File: src/rtl/cipher_loader_pkg.sv
// Shared types for the AES-128 byte-stream loader and the cipher it feeds.
// Matrices are indexed [word][byte], so stream byte n lands in [n/4][n%4].
package cipher_loader_pkg;

  localparam int BYTE_W      = 8;
  localparam int BLOCK_BYTES = 16;

  typedef logic [0:3][0:3][BYTE_W-1:0] byte_matrix_t;
  typedef logic [3:0]                  byte_idx_t;

  typedef enum logic [1:0] {
    LOAD_KEY,
    LOAD_DATA,
    PRESENT
  } loader_state_t;

  function automatic logic is_last_byte(byte_idx_t idx);
    return idx == byte_idx_t'(BLOCK_BYTES - 1);
  endfunction

endpackage

File: src/rtl/cipher_block_loader_if.sv
// Byte-stream input and matrix-present output of the cipher loader.
// slave = loader side, master = producer/consumer side.
interface cipher_block_loader_if;
  import cipher_loader_pkg::*;

  logic              in_valid;
  logic              in_ready;
  logic [BYTE_W-1:0] in_byte;
  logic              abort;
  logic              out_valid;
  logic              out_ready;
  byte_matrix_t      data;
  byte_matrix_t      key;

  modport slave (
    input  in_valid, in_byte, abort, out_ready,
    output in_ready, out_valid, data, key
  );

  modport master (
    output in_valid, in_byte, abort, out_ready,
    input  in_ready, out_valid, data, key
  );

endinterface

File: src/rtl/byte_matrix_writer.sv
// 4x4 byte register written one element per cycle; idx[3:2] selects the word,
// idx[1:0] the byte within it.
module byte_matrix_writer
  import cipher_loader_pkg::*;
(
  input  logic              clk_i,
  input  logic              rst_ni,
  input  logic              we_i,
  input  byte_idx_t         idx_i,
  input  logic [BYTE_W-1:0] byte_i,
  output byte_matrix_t      mat_o
);

  byte_matrix_t mat_q;

  always_ff @(posedge clk_i or negedge rst_ni) begin
    if (!rst_ni)   mat_q <= '0;
    else if (we_i) mat_q[idx_i[3:2]][idx_i[1:0]] <= byte_i;
  end

  assign mat_o = mat_q;

endmodule

File: src/rtl/cipher_block_loader.sv
// Streams 16 key bytes then 16 data bytes into 4x4 matrices and holds them for the cipher.
// Optional `KEY_REUSE_EN: after the first key, later blocks carry data bytes only.
module cipher_block_loader
  import cipher_loader_pkg::*;
(
  input  logic                  clk_i,
  input  logic                  rst_ni,
  cipher_block_loader_if.slave  bus
);

  localparam int NUM_MATS = 2;  // 0: key, 1: data

  loader_state_t state_q, state_d;
  byte_idx_t     cnt_q, cnt_d;
  logic          out_valid_q, out_valid_d;
  logic          in_ready_q, in_ready_d;
  loader_state_t resume_st;

  logic                accept;
  logic [NUM_MATS-1:0] we;
  byte_matrix_t        mat [NUM_MATS];

`ifdef KEY_REUSE_EN
  logic key_loaded_q, key_loaded_d;
  assign resume_st = key_loaded_q ? LOAD_DATA : LOAD_KEY;
`else
  assign resume_st = LOAD_KEY;
`endif

  assign accept = bus.in_valid && in_ready_q;

  // An abort drops the byte offered in the same cycle.
  assign we[0] = accept && !bus.abort && (state_q == LOAD_KEY);
  assign we[1] = accept && !bus.abort && (state_q == LOAD_DATA);

  always_comb begin
    state_d     = state_q;
    cnt_d       = cnt_q;
    out_valid_d = out_valid_q;
`ifdef KEY_REUSE_EN
    key_loaded_d = key_loaded_q;
`endif
    if (bus.abort) begin
      state_d     = resume_st;
      cnt_d       = '0;
      out_valid_d = 1'b0;
    end else begin
      unique case (state_q)
        LOAD_KEY: if (accept) begin
          cnt_d = cnt_q + 4'd1;
          if (is_last_byte(cnt_q)) begin
            state_d = LOAD_DATA;
            cnt_d   = '0;
`ifdef KEY_REUSE_EN
            key_loaded_d = 1'b1;
`endif
          end
        end
        LOAD_DATA: if (accept) begin
          cnt_d = cnt_q + 4'd1;
          if (is_last_byte(cnt_q)) begin
            state_d     = PRESENT;
            cnt_d       = '0;
            out_valid_d = 1'b1;
          end
        end
        PRESENT: if (bus.out_ready) begin
          state_d     = resume_st;
          out_valid_d = 1'b0;
        end
        default: begin
          state_d     = LOAD_KEY;
          cnt_d       = '0;
          out_valid_d = 1'b0;
        end
      endcase
    end
    // Registered decode of the next state keeps out_ready off the in_ready path.
    in_ready_d = (state_d != PRESENT);
  end

  always_ff @(posedge clk_i or negedge rst_ni) begin
    if (!rst_ni) begin
      state_q     <= LOAD_KEY;
      cnt_q       <= '0;
      out_valid_q <= 1'b0;
      in_ready_q  <= 1'b1;
`ifdef KEY_REUSE_EN
      key_loaded_q <= 1'b0;
`endif
    end else begin
      state_q     <= state_d;
      cnt_q       <= cnt_d;
      out_valid_q <= out_valid_d;
      in_ready_q  <= in_ready_d;
`ifdef KEY_REUSE_EN
      key_loaded_q <= key_loaded_d;
`endif
    end
  end

  for (genvar m = 0; m < NUM_MATS; m++) begin : g_mat
    byte_matrix_writer u_wr (
      .clk_i  (clk_i),
      .rst_ni (rst_ni),
      .we_i   (we[m]),
      .idx_i  (cnt_q),
      .byte_i (bus.in_byte),
      .mat_o  (mat[m])
    );
  end

  assign bus.in_ready  = in_ready_q;
  assign bus.out_valid = out_valid_q;
  assign bus.key       = mat[0];
  assign bus.data      = mat[1];

endmodule

File: src/flat_wrapper.sv
// flat-port wrapper written by rule: the top's interface ports become plain ports
module cipher_block_loader_flat import cipher_loader_pkg::*;
  (clk_i, rst_ni, bus_in_valid, bus_in_byte, bus_abort, bus_out_ready, bus_in_ready, bus_out_valid, bus_data, bus_key);
  cipher_block_loader_if bus_i ();
  input  logic clk_i;
  input  logic rst_ni;
  input wire logic [$bits(bus_i.in_valid)-1:0] bus_in_valid;
  input wire logic [$bits(bus_i.in_byte)-1:0] bus_in_byte;
  input wire logic [$bits(bus_i.abort)-1:0] bus_abort;
  input wire logic [$bits(bus_i.out_ready)-1:0] bus_out_ready;
  output wire logic [$bits(bus_i.in_ready)-1:0] bus_in_ready;
  output wire logic [$bits(bus_i.out_valid)-1:0] bus_out_valid;
  output wire logic [$bits(bus_i.data)-1:0] bus_data;
  output wire logic [$bits(bus_i.key)-1:0] bus_key;
  assign bus_i.in_valid = bus_in_valid;
  assign bus_i.in_byte = bus_in_byte;
  assign bus_i.abort = bus_abort;
  assign bus_i.out_ready = bus_out_ready;
  assign bus_in_ready = bus_i.in_ready;
  assign bus_out_valid = bus_i.out_valid;
  assign bus_data = bus_i.data;
  assign bus_key = bus_i.key;
  cipher_block_loader u_core (.clk_i(clk_i), .rst_ni(rst_ni), .bus(bus_i));
endmodule
File: config.mk
export PLATFORM = sky130hd
export DESIGN_NAME = cipher_block_loader_flat
export DESIGN_NICKNAME = d
export VERILOG_FILES = /design/src/rtl/cipher_loader_pkg.sv /design/src/rtl/cipher_block_loader_if.sv /design/src/rtl/byte_matrix_writer.sv /design/src/rtl/cipher_block_loader.sv /design/src/flat_wrapper.sv
export SDC_FILE = /design/constraint.sdc
export NUM_CORES = 1
export LEC_CHECK = 0
export ABC_CLOCK_PERIOD_IN_PS = 2620
export BUFFER_PORTS_ARGS = -buffer_cell sky130_fd_sc_hd__clkbuf_2
export CAP_MARGIN = 15
export CORE_MARGIN = 1.5
export CORE_UTILIZATION = 41
export CTS_CLUSTER_DIAMETER = 40
export DETAILED_ROUTE_END_ITERATION = 6
export PLACE_DENSITY = 0.64
export RECOVER_POWER = 25
export SLEW_MARGIN = 20
export SYNTH_ARGS = -nofsm -noshare
export SYNTH_HDL_FRONTEND = slang
export SYNTH_HIERARCHICAL = 1
export SYNTH_SLANG_ARGS = --single-unit
File: constraint.sdc
create_clock -name clk_i -period 2.62 [get_ports clk_i]
set_input_delay 0.524 -clock clk_i [delete_from_list [all_inputs] [get_ports clk_i]]
set_output_delay 0.524 -clock clk_i [all_outputs]
set_load 0.05 [all_outputs]
Yosys cells after proc, flatten, opt, wreduce, memory -nomap -nowiden --
Index checks and enable logic that the tools add are counted.
Storage, ports and cells: output and inout port bits 258, logic and storage cells 86, register bits 264
Cells by class: reductions and logical operators 11, equal/unequal tests 10, bitwise gates (word level) 2, muxes and demuxes 22, $add $sub $neg 1, magnitude comparators 4
Operators by type and width (count):
- $bwmux 128 | 2
- $demux 32 s2 | 1
- $mux 32 | 1
- $demux 8 s2 | 1
- $mux 2 | 6
- $mux 4 | 3
- $mux 8 | 1
- $pmux 4 s2 | 1
- $ge 3x3->1 const B | 2
- $logic_and 1x1->1 | 6
- $lt 3x1->1 const B | 2
- $ne 2x2->1 const B | 3
- $ne 3x3->1 const B | 2
- $not 2->3 | 2
- $pmux 2 s3 | 1
- $add 4x1->4 const B | 1
- $eq 4x4->1 const B | 1
- $mux 1 | 4
- $reduce_and 4->1 | 1
- $ne 3x1->1 const B | 1
- $ne 3x2->1 const B | 1
- $pmux 1 s3 | 1
- $eq 2x1->1 const B | 1
- $eq 2x2->1 const B | 1
- other kinds (4) | 4

Logic depth before layout (Yosys ltp) --
Gate-level depths: netlist (run 1).
depth after elaboration 8, mapped depth 6, gate-level depth less buffers 5

Modules after synthesis --
Netlist (run 1), hierarchy kept.
By module, submodules not included:
- byte_matrix_writer | instances 2, area each 4969.8 um2, sequential area each 3203.1 um2, cells an instance 292
- cipher_block_loader | instances 1, area each 440.4 um2, sequential area each 201.4 um2, cells an instance 44

Worst setup path after synthesis (run 1) --
No wires, ideal clock.
path type input to register, start point in bus_abort, end point reg u_core.g_mat[0].u_wr.mat_q, in the netlist u_core/g_mat[0].u_wr/mat_o[100], required time 2495 ps, stages 6, arrival time 2434 ps, path buffers 1, path slack 61 ps, path through or2_2 > nor3_1 > nor3b_4 > nor2b_1 > buf_4 > mux2_2
On the way: longest elaborated chain between the ends 3
Ends and longest elaborated chain:
- from (decl) | RTL line flat_wrapper.sv:9 | input wire logic [$bits(bus_i.abort)-1:0] bus_abort;
- $logic_not 1->1 | RTL line cipher_block_loader.sv:33 | assign we[0] = accept && !bus.abort && (state_q == LOAD_KEY);
- $logic_and 1x1->1 (2 in a row) | RTL line cipher_block_loader.sv:33
- net u_core.we[0] | RTL line cipher_block_loader.sv:20 | logic [NUM_MATS-1:0] we;
- to (signal, indexed assignment) | RTL line byte_matrix_writer.sv:18 | else if (we_i) mat_q[idx_i[3:2]][idx_i[1:0]] <= byte_i;
- to (decl) | RTL line byte_matrix_writer.sv:14 | byte_matrix_t mat_q;
The timed path passes the listed nets, and every way through them passes these cells. A chain may end at the register's enable or synchronous reset.

Final worst setup path (run 1) --
start point reg u_core.state_q[1], end point reg u_core.g_mat[0].u_wr.mat_q, in the netlist u_core/g_mat[0].u_wr/mat_o[16]
On the way: longest elaborated chain between the ends 2
Ends and longest elaborated chain:
- from (decl) | RTL line cipher_block_loader.sv:13 | loader_state_t state_q, state_d;
- from (signal assigned) | RTL line cipher_block_loader.sv:92 | state_q <= state_d;
- $logic_not 2->1 | RTL line cipher_block_loader.sv:33
- $logic_and 1x1->1 | RTL line cipher_block_loader.sv:33
- net u_core.we[0] | RTL line cipher_block_loader.sv:20
The timed path passes the listed nets, and every way through them passes these cells.

==> summary.md, run 1 <==
| Metric | Value |
|---|---|
| Outcome | `finished, violations left` |
| Failing checks | `capacitance limit, slew limit` |
| Worst EP required | `3.00 ns` |
| Top cells by area, synth | `dfrtp_1 63%, mux2_2 24%, mux2_4 4.6%` |
| 1st-pass router iterations | `4` |
| Clock transition at path regs | `0.05 ns` |
| Syn avg cell area | `16.5 um^2` |
| Power Density | `806 nW/um^2` |
| Final period util | `0.897` |
| Num CTS Buffers | `39` |
| FILL cells | `2091` |
| Setup Fix Bufs, Post-CTS | `0` |
| Area grow syn2layout | `31.4%` |
| Worst path arrival time | `2.73 ns` |
| Largest net degree at the start of global routing | `80` |
| Vias in the first global route | `6768` |
| LEAKAGE | `7.51 nW` |
| Sw frac | `0.257` |
| Max-slew violation count | `54` |
| Clock root cell | `clkbuf_16` |
| H-Tree Depth | `2` |
| Clk sinks | `264` |
| Max Fclk | `425 MHz` |
| Yosys top cell by area | `dfrtp_1` |
| Final setup violating endpoints | `0` |
| Slew @ Worst Pin | `1.51 ns` |
| Total power | `11.0 mW` |
| CP Capture Type | `flip-flop` |
| Hold Path Class | `in2reg` |
| # DRC | `0` |
| Placer congestion estimate | `0.772` |
| CTS tree | `yes` |
| Crit start category | `flip-flop` |
| Max_cap viols | `1` |
| First-pass GRT wire length | `41.3 mm` |
| Max-slew headroom | `-0.00765` |
| I/O pin total | `271` |
| Via count | `6487` |
| Initial detailed-routing violation count | `276` |
| Register area | `6610 um^2` |
| DRT antenna net count | `0` |
| Ys async rst share | `1.00` |
| Switching pwr | `2.82 mW` |
| # diodes | `0` |
| Die area | `26300 um^2` |
| Flops & latches, synth | `264` |
| Share of the synthesized area in the top cell type | `0.634` |
| Critical-path maximum fanout | `8` |
| Sequential-to-total area share from yosys stat | `0.637` |
| Cts repair resizes | `0` |
| TNS Setup | `0 ns` |
| RSZ-0062 raised after global routing | `no` |
| FP Rows | `58` |
| CTS Buffer Depth | `3` |
| Nets | `957` |
| Net Count, Synth | `642` |
| Area occupied by multi-input gates | `3630 um^2` |
| YS warnings | `6` |
| Placeable Area | `25000 um^2` |
| Share of layout cells above drive strength 1 | `0.674` |
| Final Skew | `0.0133 ns` |
| Primary FF master, synth | `dfrtp_1` |
| Combinational share of power | `0.104` |
| Grt ovf | `0` |
| Buffers on Ports | `270` |
| Final hold violation count | `0` |
| Routed wire length | `26.8 mm` |
| Cell count after synthesis | `628` |
| Post-Syn Area | `10400 um^2` |
| Internal cell power | `8.17 mW` |
| Post-synth EDFFs | `0` |
| Initial Util | `0.415` |
| Initial antenna violation count | `0` |
| Sequential Power Share | `0.394` |
| Die height | `162 um` |
| Final HPWL DP | `16.9 mm` |
| Clk Latency, worst-skew pair | `0.51 ns` |
| Critical path class | `reg2reg` |
| GR Util All Layers | `0.206` |
| Clock power share | `0.501` |
| Worst VDD drop | `0.511 mV` |
| Average wire per standard cell | `20.6 um` |
| Post-synth cell types | `35` |
| Vias per std cell | `4.98` |
| Tmin final | `2.35 ns` |
| Chip Width | `162 um` |
[routing by layer]
| layer | wire length [um] | global-route usage |
|---|---|---|
| met1 | 11900 | 0.277 |
| met4 | 555 | 0.0584 |
| met2 | 12800 | 0.333 |
| met3 | 1520 | 0.0529 |
| met5 | 0 | 0 |
[cells by family after synthesis]
| kind of cell | after synthesis | share of synthesized area |
|---|---|---|
| and+or+nand+nor | 66 | 0.0476 |
| AOI/OAI and AO/OA | 15 | 0.0104 |
| DFF | 264 | 0.637 |
| buffers and inverters | 25 | 0.0141 |
| adders and majority gates | 1 | 0.00121 |
| muxes | 256 | 0.289 |
| xor gates and xnor gates | 1 | 0.000844 |
[repair_timing]
item | in CTS | in global routing
hold buffers | 1 | 0
endpoints found under the hold margin | 50 | 0
endpoints found under the setup margin | 0 | 0
[per-stage QoR]
step,cells,hold slack [ns],setup slack [ns],area (um^2),util
floorplan,628,0.228,0.0614,10400,-
global placement,1231,0.488,0.0530,12300,0.489
detailed placement,1231,0.492,0.0510,12300,0.489
CTS,1302,0.227,0.263,13700,0.546
global route,1302,0.255,0.0964,13600,0.545
finish,1302,0.249,0.269,13600,0.545
[cell usage after synthesis (3+ instances only)]
cell type    n
nand2_2      3
nor2_2      18
buf_6        6
clkbuf_1    16
nor2_1       3
nand2_1      7
mux2_2     224
a21oi_1      4
nand3_1      3
mux2_4      32
nand3b_4     4
nand2b_1     7
dfrtp_1    263
or3_1        5
o211ai_1     4
nand3b_2     4
[cells in the final DEF, fill, tap and decap left out, drive strengths merged, types with 7 or more instances in the layout]
cell	netlist	routed
buf	8	25
nand2b	7	7
nand3b	8	8
clkbuf	16	322
mux2	256	256
bufinv	0	7
dfrtp	263	263
nand2	10	10
nor2	21	21
clkinv	0	10
[sequential cells by signal, indices dropped and copies added (netlist names)]
register,flops
u_core/g_mat.u_wr/mat_o,256
u_core/cnt_q,4
u_core/state_q,2
u_core/bus.in_ready,1
u_core/bus.out_valid,1
[cell type report]
class	count	share of cell area
Sequential cell	264	0.485
Multi-Input combinational cell	339	0.266
Timing Repair Buffer	298	0.116
Clock buffer	50	0.0806
Tap cell	330	0.0303
Clock inverter	20	0.0219
Inverter	1	0.000275
[power by group through the flow]
stage / combinational, mW / sequential (mW) / clock, mW
floorplan: 0.214 / 4.96 / 0
global placement: 1.16 / 4.40 / 0
detailed placement: 1.17 / 4.40 / 0
CTS: 1.17 / 4.33 / 5.63
global route: 1.21 / 4.35 / 5.79
finish: 1.15 / 4.33 / 5.51
[critical path, stage by stage (launching register included)]
cell and delay (ns):
dfrtp_1 0.45, or2_2 0.35, nor3_1 0.18, buf_4 0.18, nand3_1 0.22, nor2_2 0.44
mux2_2 0.38
[worst paths after layout]
check / endpoint / slack (ns) / cells after the start / from
max: u_core/g_mat[0].u_wr/mat_o[16] / 0.27 / 6 / u_core/state_q[1]
min: u_core/state_q[1] / 0.25 / 2 / bus_out_ready
max reg2reg: u_core/g_mat[0].u_wr/mat_o[16] / 0.27 / 6 / u_core/state_q[1]
min reg2reg: u_core/g_mat[0].u_wr/mat_o[108] / 0.50 / 1 / u_core/g_mat[0].u_wr/mat_o[108]
max in group asynchronous: u_core/g_mat[0].u_wr/mat_o[67] / 0.45 / 3 / rst_ni
min in group asynchronous: u_core/g_mat[1].u_wr/mat_o[23] / 0.93 / 2 / rst_ni
Power figures use the tool's default switching activity.
==> inputs of run 2 (changes only) <==
- CORE_ASPECT_RATIO: default -> 0.75
- CORE_UTILIZATION: 41 -> 45
- PLACE_DENSITY: 0.64 -> 0.69
==> summary.md, run 2 (synthesis gave the netlist of run 1 again) <==
| Metric | Value |
|---|---|
| Commonest non-fill, non-tap cell in the layout | `clkbuf_2 (unchanged)` |
| Final hold violation count | `0 (unchanged)` |
| Outcome | `finished, violations left (unchanged)` |
| TNS Setup | `0 ns (unchanged)` |
| Worst path arrival time | `2.79 ns (was 2.73 ns)` |
| Grt ovf | `0 (unchanged)` |
| CP Capture Type | `flip-flop (unchanged)` |
| Clock transition at path regs | `0.06 ns (was 0.05 ns)` |
| Die area | `24000 um^2 (was 26300 um^2)` |
| R2r startpoint | `u_core/state_q[1] (unchanged)` |
| Final core utilization | `0.594 (was 0.545)` |
| H-Tree Depth | `1 (was 2)` |
| Clk sinks | `264 (unchanged)` |
| Min-delay src | `bus_out_ready (unchanged)` |
| Largest net degree at the start of global routing | `61 (was 80)` |
| FP Rows | `47 (was 58)` |
| Initial Util | `0.465 (was 0.415)` |
| Fin cells | `1247 (was 1302)` |
| Num CTS Buffers | `31 (was 39)` |
| Number of flip-flops in the largest register | `256 (unchanged)` |
| Final setup violating endpoints | `0 (unchanged)` |
| Vias in the first global route | `6707 (was 6768)` |
| Clock root cell | `clkbuf_16 (unchanged)` |
| Max-slew headroom | `-0.0596 (was -0.00765)` |
| Worst EP required | `3.03 ns (was 3.00 ns)` |
| Slew @ Worst Pin | `1.59 ns (was 1.51 ns)` |
| Placer congestion estimate | `0.740 (was 0.772)` |
| Fin area | `13300 um^2 (was 13600 um^2)` |
| Tmin final | `2.38 ns (was 2.35 ns)` |
| Inst Count DP | `1190 (was 1231)` |
| Initial detailed-routing violation count | `294 (was 276)` |
| DRT antenna net count | `0 (unchanged)` |
| Vias per std cell | `5.15 (was 4.98)` |
| RSZ-0062 raised after global routing | `no (unchanged)` |
| FILL cells | `1796 (was 2091)` |
| LEAKAGE | `7.34 nW (was 7.51 nW)` |
| Worst slack at placement | `0.0414 ns (was 0.0510 ns)` |
| CTS tree | `yes (unchanged)` |
| Worst VDD drop | `0.487 mV (was 0.511 mV)` |
| I/O pin total | `271 (unchanged)` |
| Clk Latency, worst-skew pair | `0.54 ns (was 0.51 ns)` |
| Max_cap viols | `1 (unchanged)` |
| Critical path class | `reg2reg (unchanged)` |
| GR Util All Layers | `0.225 (was 0.206)` |
| Share of layout cells above drive strength 1 | `0.667 (was 0.674)` |
| Hold Path Class | `in2reg (unchanged)` |
| Max Fclk | `420 MHz (was 425 MHz)` |
| Buffers on Ports | `270 (unchanged)` |
| Placeable Area | `22300 um^2 (was 25000 um^2)` |
| Crit. Startpoint | `u_core/state_q[1] (unchanged)` |
| Final period util | `0.908 (was 0.897)` |
| Routed wire length | `26.9 mm (was 26.8 mm)` |
| Placed Area | `12200 um^2 (was 12300 um^2)` |
| Chip Width | `178 um (was 162 um)` |
| Nets | `944 (was 957)` |
| Power Density | `763 nW/um^2 (was 806 nW/um^2)` |
| Crit start category | `flip-flop (unchanged)` |
| Final HPWL DP | `17.1 mm (was 16.9 mm)` |
| CTS Buffer Depth | `3 (unchanged)` |
| Critical-path maximum fanout | `8 (unchanged)` |
| Max-slew violation count | `58 (was 54)` |
| Setup Fix Bufs, Post-CTS | `0 (unchanged)` |
| Die height | `135 um (was 162 um)` |
| Final Skew | `0.0129 ns (was 0.0133 ns)` |
| First-pass GRT wire length | `40.9 mm (was 41.3 mm)` |
| PnR worst setup slack | `0.242 ns (was 0.269 ns)` |
| Average wire per standard cell | `21.5 um (was 20.6 um)` |
| Failing checks | `capacitance limit, slew limit (unchanged)` |
| # diodes | `0 (unchanged)` |
| # DRC | `0 (unchanged)` |
| 1st-pass router iterations | `4 (unchanged)` |
| Initial antenna violation count | `0 (unchanged)` |
| Most frequent cells in the layout | `271 x clkbuf_2, 263 x dfrtp_1, 224 x mux2_2, 32 x mux2_4, 31 x clkbuf_16 (was 272 x clkbuf_2, 263 x dfrtp_1, 224 x mux2_2, 41 x clkbuf_16, 32 x mux2_4)` |
| FF-to-FF setup slack | `0.24 ns (was 0.27 ns)` |
| Area grow syn2layout | `28.0% (was 31.4%)` |
| Via count | `6425 (was 6487)` |
## run 2: cell type report
cell class	instances	area [um^2]	area share
tap	294	368	0.0277
multi-input combinational	339	3630	0.273
timing repair buffer	293	1560	0.118
inverter	1	3.75	0.000283
sequential	264	6610	0.497
clock buffer	39	836	0.0629
clock inverter	17	282	0.0212
## run 2: metal layers
layer | part of all wire | track usage
met5 | 0 | 0
met2 | 0.45 | 0.335
met3 | 0.064 | 0.0617
met4 | 0.020 | 0.0486
met1 | 0.47 | 0.331
## run 2: worst paths after layout
| path | to | cells after the start |
|---|---|---|
| max | u_core/g_mat[0].u_wr/mat_o[89] | 6 |
| min | u_core/state_q[1] | 2 |
| max reg2reg | u_core/g_mat[0].u_wr/mat_o[89] | 6 |
| min reg2reg | u_core/g_mat[0].u_wr/mat_o[127] | 1 |
| max in group asynchronous | u_core/g_mat[0].u_wr/mat_o[113] | 3 |
| min in group asynchronous | u_core/g_mat[1].u_wr/mat_o[10] | 2 |
## run 2: metrics by stage
step | hold WS, ns | power [mW]
after floorplan | 0.228 | 5.17
after global placement | 0.486 | 5.56
after detailed placement | 0.492 | 5.58
after CTS | 0.202 | 10.2
after global routing | 0.213 | 10.5
final | 0.232 | 10.1
## run 2: report_power, final
| part | switching [mW] | internal [mW] |
|---|---|---|
| Sequential | 0.100 | 4.24 |
| Combinational | 0.887 | 0.265 |
| Clock | 1.69 | 2.95 |
| Total | 2.68 | 7.45 |
## run 2: what timing repair did
action                                 CTS  global route
hold buffers                             1             0
endpoints found under the hold margin   54             0
gates resized for setup                  0             0
setup endpoints to repair                0             0
## run 2: critical path: stages (launching register included)
cell and delay (ns):
dfrtp_1 0.46, or2_2 0.36, nor3_1 0.18, buf_4 0.18, nand3b_4 0.11, or3_1 0.58
mux2_4 0.38
==> inputs of run 3 (changes only) <==
- ABC_CLOCK_PERIOD_IN_PS: 2620 -> 2910
- PLACE_DENSITY: 0.69 -> 0.67
- clock period: 2.62 -> 2.91 ns (I/O delays scaled with it)
==> summary.md, run 3 (synthesis gave the netlist of run 1 again) <==
| Metric | Value |
|---|---|
| CTS tree | `yes (unchanged)` |
| Nets | `940 (was 944)` |
| Worst path arrival time | `2.76 ns (was 2.79 ns)` |
| Tmin final | `2.39 ns (was 2.38 ns)` |
| FILL cells | `1807 (was 1796)` |
| Most used routing layer | `met1 (was met2)` |
| Worst setup path end | `u_core/g_mat[0].u_wr/mat_o[13] (was u_core/g_mat[0].u_wr/mat_o[89])` |
| Met1 Resource Use GR | `0.330 (was 0.331)` |
| Share of layout cells above drive strength 1 | `0.666 (was 0.667)` |
| Total power | `9.49 mW (was 10.1 mW)` |
| # hold bufs at CTS | `0 (was 1)` |
| CP Capture Type | `flip-flop (unchanged)` |
| Inst Count DP | `1184 (was 1190)` |
| Area grow syn2layout | `28.7% (was 28.0%)` |
| Crit. Startpoint | `u_core/state_q[1] (unchanged)` |
| H-Tree Depth | `2 (was 1)` |
| Final Skew | `0.0151 ns (was 0.0129 ns)` |
| Critical-path maximum fanout | `8 (unchanged)` |
| Setup Fix Bufs, Post-CTS | `0 (unchanged)` |
| Worst slack at placement | `0.229 ns (was 0.0414 ns)` |
| Power Density | `711 nW/um^2 (was 763 nW/um^2)` |
| Chip Width | `178 um (unchanged)` |
| # diodes | `0 (unchanged)` |
| Met3 GRT Util | `0.0633 (was 0.0617)` |
| Routing usage on met2 | `0.318 (was 0.335)` |
| Num CTS Buffers | `34 (was 31)` |
| Initial antenna violation count | `0 (unchanged)` |
| Buffers on Ports | `270 (unchanged)` |
| Commonest non-fill, non-tap cell in the layout | `clkbuf_2 (unchanged)` |
| GR Util All Layers | `0.221 (was 0.225)` |
| Routed wire length | `26.0 mm (was 26.9 mm)` |
| Die area | `24000 um^2 (unchanged)` |
| PnR worst setup slack | `0.520 ns (was 0.242 ns)` |
| Outcome | `finished, violations left (unchanged)` |
| Final core utilization | `0.598 (was 0.594)` |
| Via count | `6409 (was 6425)` |
| Critical path class | `reg2reg (unchanged)` |
| Initial Util | `0.465 (unchanged)` |
| TNS Setup | `0 ns (unchanged)` |
| Failing checks | `capacitance limit, slew limit (unchanged)` |
| Initial detailed-routing violation count | `349 (was 294)` |
| Final period util | `0.821 (was 0.908)` |
| Vias per std cell | `5.15 (about the same)` |
| Clock transition at path regs | `0.06 ns (about the same)` |
| Fin cells | `1245 (was 1247)` |
| R2r startpoint | `u_core/state_q[1] (unchanged)` |
| 1st-pass router iterations | `4 (unchanged)` |
| Die height | `135 um (unchanged)` |
| Slew @ Worst Pin | `1.82 ns (was 1.59 ns)` |
| Grt ovf | `0 (unchanged)` |
| FP Rows | `47 (unchanged)` |
| Cts repair resizes | `0 (unchanged)` |
| Hold Path Class | `in2reg (unchanged)` |
| Hold path depth | `2 (unchanged)` |
| Worst EP required | `3.28 ns (was 3.03 ns)` |
| Max-slew headroom | `-0.215 (was -0.0596)` |
| R2r worst-path depth | `6 (unchanged)` |
| Clk sinks | `264 (unchanged)` |
| FF-to-FF setup slack | `0.52 ns (was 0.24 ns)` |
| Final hold violation count | `0 (unchanged)` |
| RSZ-0062 raised after global routing | `no (unchanged)` |
| CTS Buffer Depth | `3 (unchanged)` |
| Crit start category | `flip-flop (unchanged)` |
| DRT antenna net count | `0 (unchanged)` |
| Placer congestion estimate | `0.740 (about the same)` |
| Final setup violating endpoints | `0 (unchanged)` |
| R2r endpoint | `u_core/g_mat[0].u_wr/mat_o[13] (was u_core/g_mat[0].u_wr/mat_o[89])` |
| Largest net degree at the start of global routing | `67 (was 61)` |
| Vias in the first global route | `6612 (was 6707)` |
| Max Fclk | `418 MHz (was 420 MHz)` |
| LEAKAGE | `7.37 nW (was 7.34 nW)` |
| Max-slew violation count | `64 (was 58)` |
| Final HPWL DP | `16.8 mm (was 17.1 mm)` |
| Number of flip-flops in the largest register | `256 (unchanged)` |
| Clk Latency, worst-skew pair | `0.49 ns (was 0.54 ns)` |
| First-pass GRT wire length | `40.3 mm (was 40.9 mm)` |
| # DRC | `0 (unchanged)` |
| Most frequent cells in the layout | `270 x clkbuf_2, 263 x dfrtp_1, 224 x mux2_2, 37 x clkbuf_16, 32 x mux2_4 (was 271 x clkbuf_2, 263 x dfrtp_1, 224 x mux2_2, 32 x mux2_4, 31 x clkbuf_16)` |
| Placeable Area | `22300 um^2 (unchanged)` |
| Worst VDD drop | `0.405 mV (was 0.487 mV)` |
| Clock root cell | `clkbuf_16 (unchanged)` |
| I/O pin total | `271 (unchanged)` |
| Average wire per standard cell | `20.9 um (was 21.5 um)` |
| Max_cap viols | `1 (unchanged)` |
[run 3: changes by cell type in the layout (fill, tap and decap cells not counted)]
cell / previous run / this run
buf_4: 18 / 9
bufinv_16: 7 / 6
clkbuf_1: 5 / 7
clkbuf_16: 31 / 37
clkbuf_2: 271 / 270
clkinv_4: 1 / 2
clkinv_8: 0 / 1
clkinvlp_4: 4 / 1
dlygate4sd3_1: 1 / 0
inv_6: 2 / 5
[run 3: routing by layer]
metal / routed length (um) / vias up
li1: - / 2851
met1: 12500 / 3328
met2: 11300 / 201
met3: 1880 / 29
met4: 315 / 0
met5: 0 / -
[run 3: how the worst min path moves through the flow]
stage | endpoint | slack, ns | start
floorplan | u_core/bus.out_valid | 0.29 | rst_ni
global placement | u_core/g_mat[0].u_wr/mat_o[105] | 0.49 | u_core/g_mat[0].u_wr/mat_o[105]
detailed placement | u_core/g_mat[1].u_wr/mat_o[122] | 0.49 | u_core/g_mat[1].u_wr/mat_o[122]
CTS | u_core/g_mat[1].u_wr/mat_o[52] | 0.05 | rst_ni
global route | u_core/state_q[1] | 0.33 | bus_out_ready
finish | u_core/state_q[1] | 0.34 | bus_out_ready
[run 3: final cells by class]
type / instances / area [um^2] / share of cell area
well taps: 294 / 368 / 0.0275
clock inverters: 18 / 280 / 0.0210
flip-flops and latches: 264 / 6610 / 0.495
multi-input cells: 339 / 3630 / 0.271
inverters: 1 / 3.75 / 0.000281
clock buffers: 43 / 978 / 0.0732
repair buffers: 286 / 1490 / 0.112
[run 3: critical path: stages (launching register included)]
cell and delay [ns]:
dfrtp_1 0.45, or2_2 0.35, nor3_1 0.18, buf_4 0.18, nand3_1 0.24, nor2_2 0.47
mux2_2 0.39
[run 3: power breakdown]
group / internal (mW) / total, mW / switching (mW)
registers: 3.82 / 3.91 / 0.0901
clock network: 2.95 / 4.55 / 1.61
logic: 0.237 / 1.03 / 0.796
total: 7.00 / 9.49 / 2.49
[run 3: per-stage QoR]
stage                     hold slack [ns]  area, um^2
after floorplan                     0.286       10400
after global placement              0.488       12100
after detailed placement            0.493       12100
after CTS                          0.0534       13400
after global routing                0.334       13400
final                               0.339       13400
